## src/rtl/register_file_16bit_32size_pkg.sv

```systemverilog
// Shared widths and types for the 32 x 16-bit register file.
package regfile_pkg;

    localparam int unsigned DATA_W = 16;
    localparam int unsigned DEPTH  = 32;
    localparam int unsigned ADDR_W = 5;

    typedef logic [ADDR_W-1:0] reg_addr_t;
    typedef logic [DATA_W-1:0] reg_data_t;

    // Whole register array flattened into one vector, register 0 in the low bits.
    typedef logic [DEPTH*DATA_W-1:0] reg_flat_t;

endpackage

```

## src/rtl/register_file_16bit_32size_if.sv

```systemverilog
// Datapath-side bus of the register file: write controls, two read addresses, two read results.
interface register_file_16bit_32size_if;
    import regfile_pkg::*;

    logic      mode;
    reg_addr_t write_address;
    reg_data_t write_value;
    reg_addr_t read_address1;
    reg_addr_t read_address2;
    reg_data_t read_value1;
    reg_data_t read_value2;

    // Decode/ALU side.
    modport master (
        output mode,
        output write_address,
        output write_value,
        output read_address1,
        output read_address2,
        input  read_value1,
        input  read_value2
    );

    // Register file side.
    modport slave (
        input  mode,
        input  write_address,
        input  write_value,
        input  read_address1,
        input  read_address2,
        output read_value1,
        output read_value2
    );

endinterface

```

## src/rtl/register_file_16bit_32size_read_port.sv

```systemverilog
// One combinational read port: DEPTH:1 mux of DATA_W-bit words.
module regfile_read_port
    import regfile_pkg::*;
(
    input  reg_flat_t arrayFlat,
    input  reg_addr_t address,
    output reg_data_t data
);

    // Select the addressed word; an X/Z address propagates X to the output.
    always_comb begin
        data = arrayFlat[address * DATA_W +: DATA_W];
    end

endmodule

```

## src/rtl/register_file_16bit_32size.sv

```systemverilog
// 32 x 16-bit register file: one synchronous write port, two combinational read ports.
module register_file_16bit_32size
    import regfile_pkg::*;
(
    input  logic clk,
    input  logic reset,
    register_file_16bit_32size_if.slave bus
);

    logic [DEPTH-1:0][DATA_W-1:0] regArray;
    reg_flat_t                    arrayFlat;

    // Reset clears everything at once; otherwise mode alone gates the single write per edge.
    // Register 0 is an ordinary register, not hardwired to zero.
    always_ff @(posedge clk or posedge reset) begin
        if (reset) begin
            regArray <= '0;
        end else if (bus.mode) begin
            regArray[bus.write_address] <= bus.write_value;
        end
    end

    // Reads see the stored array directly, so there is no same-cycle write bypass.
    always_comb begin
        arrayFlat = regArray;
    end

    regfile_read_port readPort1 (
        .arrayFlat (arrayFlat),
        .address   (bus.read_address1),
        .data      (bus.read_value1)
    );

    regfile_read_port readPort2 (
        .arrayFlat (arrayFlat),
        .address   (bus.read_address2),
        .data      (bus.read_value2)
    );

endmodule

```

## src/flat_wrapper.sv

```systemverilog
// flat-port wrapper written by rule: the top's interface ports become plain ports
module register_file_16bit_32size_flat import regfile_pkg::*;
  (clk, reset, bus_mode, bus_write_address, bus_write_value, bus_read_address1, bus_read_address2, bus_read_value1, bus_read_value2);
  register_file_16bit_32size_if bus_i ();
  input  logic clk;
  input  logic reset;
  input wire logic [$bits(bus_i.mode)-1:0] bus_mode;
  input wire logic [$bits(bus_i.write_address)-1:0] bus_write_address;
  input wire logic [$bits(bus_i.write_value)-1:0] bus_write_value;
  input wire logic [$bits(bus_i.read_address1)-1:0] bus_read_address1;
  input wire logic [$bits(bus_i.read_address2)-1:0] bus_read_address2;
  output wire logic [$bits(bus_i.read_value1)-1:0] bus_read_value1;
  output wire logic [$bits(bus_i.read_value2)-1:0] bus_read_value2;
  assign bus_i.mode = bus_mode;
  assign bus_i.write_address = bus_write_address;
  assign bus_i.write_value = bus_write_value;
  assign bus_i.read_address1 = bus_read_address1;
  assign bus_i.read_address2 = bus_read_address2;
  assign bus_read_value1 = bus_i.read_value1;
  assign bus_read_value2 = bus_i.read_value2;
  register_file_16bit_32size u_core (.clk(clk), .reset(reset), .bus(bus_i));
endmodule
```

## config.mk

```make
export PLATFORM = sky130hd
export DESIGN_NAME = register_file_16bit_32size_flat
export DESIGN_NICKNAME = d
export VERILOG_FILES = /design/src/rtl/register_file_16bit_32size_pkg.sv /design/src/rtl/register_file_16bit_32size_if.sv /design/src/rtl/register_file_16bit_32size_read_port.sv /design/src/rtl/register_file_16bit_32size.sv /design/src/flat_wrapper.sv
export SDC_FILE = /design/constraint.sdc
export NUM_CORES = 1
export LEC_CHECK = 0
export BUFFER_PORTS_ARGS = -buffer_cell sky130_fd_sc_hd__clkbuf_2
export CAP_MARGIN = 20
export CORE_ASPECT_RATIO = 0.7
export CORE_MARGIN = 2
export CORE_UTILIZATION = 65
export DETAILED_ROUTE_END_ITERATION = 12
export PLACE_DENSITY_LB_ADDON = 0.1
export SETUP_SLACK_MARGIN = 0.5
export SLEW_MARGIN = 20
export SYNTH_ARGS = -nofsm -noshare
export SYNTH_HDL_FRONTEND = slang
export SYNTH_SLANG_ARGS = --single-unit
```

## constraint.sdc

```tcl
create_clock -name clk -period 22.9 [get_ports clk]
set_clock_uncertainty 0.2 [all_clocks]
set_input_delay 1.145 -clock clk [delete_from_list [all_inputs] [get_ports clk]]
set_output_delay 1.145 -clock clk [all_outputs]
set_load 0.01 [all_outputs]
```

# After elaboration in Yosys (flattened, before gate mapping)
# Cells that the tools add are included.
# word_totals
elab_cells	40
ff_bits	512
# op_classes
mux	3
shift	2
n_lt_le_gt_ge	2
reduce_logical	1
# ops
op	count
indexed part select 512 x 10 -> 16 bit	2
bitwise mux 512 bit	1
demux 16 bit (select 5 bit)	1
2-to-1 mux 16 bit	1
< comparator 5 x 6 -> 1 bit (second input constant)	1
>= comparator 5 x 1 -> 1 bit (second input constant)	1
logical AND 1 bit	1

# Depth between registers and ports, before layout
# depth
depth_word	5
depth_mapped	8
depth_no_buf	5

# Hierarchy
# From an unflattened synthesis, not the netlist that was laid out.
# hier_totals
hier_cells	2301
hier_area_um2	28511.1
# modules_own_cells
module	cells_each	area_per_inst_um2	n_inst
register_file_16bit_32size	1163	19252.2	1
regfile_read_port	569	4629.4	2

# Least setup slack after synthesis
# OpenSTA, ideal clock, no wires.
# synth_path
path_type	input to output
startpoint	input bus_read_address1[1]
endpoint	output bus_read_value1[2]
stages	8
arrival_time_ns	2.412
slack_ns	19.143
cell_sequence	buf_2 -> buf_4 -> buf_2 -> buf_2 -> mux2i_1 -> nand2_1 -> a31oi_1 -> nand3_1
# synth_via
elab_chain_cells	1
# synth_lines
item	line_no	rtl
from (decl)	flat_wrapper.sv:10	input wire logic [$bits(bus_i.read_address1)-1:0] bus_read_address1;
indexed part select 512 x 10 -> 16 bit	register_file_16bit_32size_read_port.sv:12	data = arrayFlat[address * DATA_W +: DATA_W];
to (decl)	flat_wrapper.sv:12	output wire logic [$bits(bus_i.read_value1)-1:0] bus_read_value1;
# No other way between the ends.

# Final worst setup path
# Ends and elaborated chain as after synthesis.

==> flow_summary.yaml <==
synthesis:
  ys_ff_latch: 512
  syn_avg_cell_area_sq_um: 12.4
  synthesis.nets: 2334
  synth_cell_types: 39
  synth_flop_cell: "dfrtp_1"
  synthArstFlopShare: 1.00
  syn_area_sq_mm: 0.0284
  ys_warn_count: 0
  synth_edf_count: 0
  yosysTopAreaCell: "dfrtp_1"
  seq_area_frac_synth: 0.451
  synth_top_area_frac: 0.451
  synthesis.instances: 2300
  yosys-top-cells-area: "dfrtp_1 (45%), mux2_2 (19%), mux2i_1 (18%), a22oi_1 (3.4%), a22o_1 (2.0%)"
detailed_routing:
  detail_route.wl_per_cell_um: 29.2
  vias_per_cell: 7.01
  drc_errors: 0
  routed-via-count: 20084
  drtAntennaViolNets: 0
  dr.pass1.iters: 5
  first_iter_violations: 2180
  wl_mm: 83.8
global_route:
  grt_pass1_wl_mm: 125
  grt_pass1_vias: 20302
  gr-total-overflow: 0
  grt_antenna_before_repair: 0
  grt_max_degree: 126
  grt_usage: 0.371
cts:
  cts_root_buf: "clkbuf_16"
  cts_buffers: 51
  cts_tree: "built"
  cts_resized: 0
  path_clk_slew_ns: 0.06
  holdBufCountCts: 0
  cts_sinks: 512
  htreeDepth: 2
  post_cts_buffers: 0
  cts_buffer_depth: 3
  insertion_delay_ns: 0.58
timing:
  setup_violations: 0
  slew_headroom: 0.210
  rsz0062_at_grt: "no"
  fmax_ghz: 0.152
  hold_viol_final: 0
  final.setup.tns_ns: 0
  worst_slack_ns: 16.33
  finalCriticalPeriod_ns: 6.57
  timing.final.crit_share: 0.287
  whs_ns: 0.326
  timing_worst_slew_pin_value_ns: 1.18
  drv_slew: 0
hold_path:
  hold_class: "reg2reg"
  holdPathStages: 1
power_and_ir_drop:
  internal-power_mw: 1.86
  swShare: 0.289
  power_frac_comb: 0.200
  power.switching_mw: 0.757
  powerDensity_mw_per_mm2: 86.1
  clock_power_share: 0.334
  max-vdd-ir-drop_uv: 61.6
  p_total_mw: 2.62
  power_frac_seq: 0.466
  p_leak_nw: 14.5
critical_path:
  worstSetupEndpointType: "primary output"
  critPathMaxStageDelay_ns: 0.97
  worstPathRequired_ns: 21.56
  r2r_cells: 1
  crit_top_cell: "buf_4"
  crit_slowest_cell: "buf_4"
  worst_setup_path_start_kind: "input port"
  cp_max_fo: 102
  cp_cell_sequence: "buf_8, buf_4, buf_4, mux2i_1, a22o_1, nor3_1, a31oi_1, nand3_1, clkbuf_2"
  arrival_ns: 5.22
  path_class: "in2out"
die:
  die_x_um: 254
  coreArea_sq_mm: 0.0434
  rows: 64
  start_util: 0.655
  die_area_sq_mm: 0.0454
  ios: 66
  fp.dieH_um: 179
place:
  dp.cells: 2770
  port_buffers: 65
  detailedPlace.worstSlack_ns: 16.53
  routabilityCongestion: 0.867
  dp_hpwl_mm: 45.6
  place_area_sq_mm: 0.0286
cells_and_area:
  drive_above_1_share: 0.318
  fill_cells: 3140
  postLayoutCellArea_sq_mm: 0.0304
  largest_reg_flops: 512
  fin_nets: 2264
  n_antenna_cell: 0
  stdcell_count: 2866
  syn2layout_area_growth_pct: 7.01
  final_util: 0.701
job:
  drv_cap: 0
status:
  outcome: "complete, no violations"
[critical path, delay by kind of cell]
family	cells	cell delay, ns
muxes	1	0.31
buffers and inverters	4	2.69
AOI/OAI and AO/OA	2	0.62
and+or+nand+nor	2	0.22
[layout by cell type, fill, tap and decap left out, types with 16 or more instances in the layout]
| master | instances |
|---|---|
| a21oi_1 | 64 |
| a22o_1 | 64 |
| a22oi_1 | 128 |
| a31oi_1 | 32 |
| buf_4 | 30 |
| clkbuf_16 | 53 |
| clkbuf_2 | 63 |
| clkbuf_8 | 16 |
| dfrtp_1 | 512 |
| mux2_1 | 24 |
| mux2_2 | 488 |
| mux2i_1 | 512 |
| nand2_1 | 65 |
| nand2_2 | 16 |
| nand3_1 | 65 |
| nand4_1 | 32 |
| nor3_1 | 32 |
[final timing paths]
kind / startpoint / end / slack, ns
worst max-delay path: bus_read_address1[1] / bus_read_value1[2] / 16.33
max in group asynchronous: reset / u_core.arrayFlat[321] / 19.02
min in group asynchronous: reset / u_core.arrayFlat[490] / 0.50
worst max register to register: u_core.arrayFlat[340] / u_core.arrayFlat[340] / 21.83
worst min register to register: u_core.arrayFlat[274] / u_core.arrayFlat[274] / 0.33
worst min-delay path: u_core.arrayFlat[274] / u_core.arrayFlat[274] / 0.33
[kinds of logic after synthesis]
| logic type | count (synthesis) | share of synthesized area |
|---|---|---|
| AOI/OAI and AO/OA | 288 | 0.0719 |
| buffers and inverters | 221 | 0.0416 |
| DFF | 512 | 0.451 |
| muxes | 1024 | 0.383 |
| and+or+nand+nor | 255 | 0.0524 |
[cell usage after synthesis (9+ instances only)]
master,number
buf_1,9
nand3_1,65
nor2_2,10
a31oi_1,32
a21oi_1,64
buf_2,64
clkbuf_1,90
nand2_2,16
nor3_1,32
nand4_1,32
mux2_2,488
mux2_1,24
dfrtp_1,512
a22oi_1,128
buf_4,39
nand2_1,65
buf_6,15
mux2i_1,512
a22o_1,64
[final cells by class]
cell class              count  area, sq um  area share
flip-flops and latches    512        12800       0.421
clock buffers              78         1580      0.0520
clock inverters            17          163     0.00535
inverters                   1         11.3    0.000370
well taps                 594          743      0.0244
multi-input cells        1567        14500       0.476
repair buffers             97          613      0.0202
[metal layers]
metal,global-route usage,part of all wire
met5,0,0
met4,0.155,0.044
met3,0.0732,0.080
met2,0.597,0.46
met1,0.495,0.42
[power groups by stage]
stage / Clock, mW / Combinational, mW / Sequential, mW
floorplan: 0 / 0.412 / 1.19
global placement: 0 / 0.495 / 1.21
detailed placement: 0 / 0.516 / 1.23
CTS: 0.879 / 0.519 / 1.21
global route: 0.915 / 0.564 / 1.24
finish: 0.874 / 0.522 / 1.22
Power figures use the tool's default switching activity.
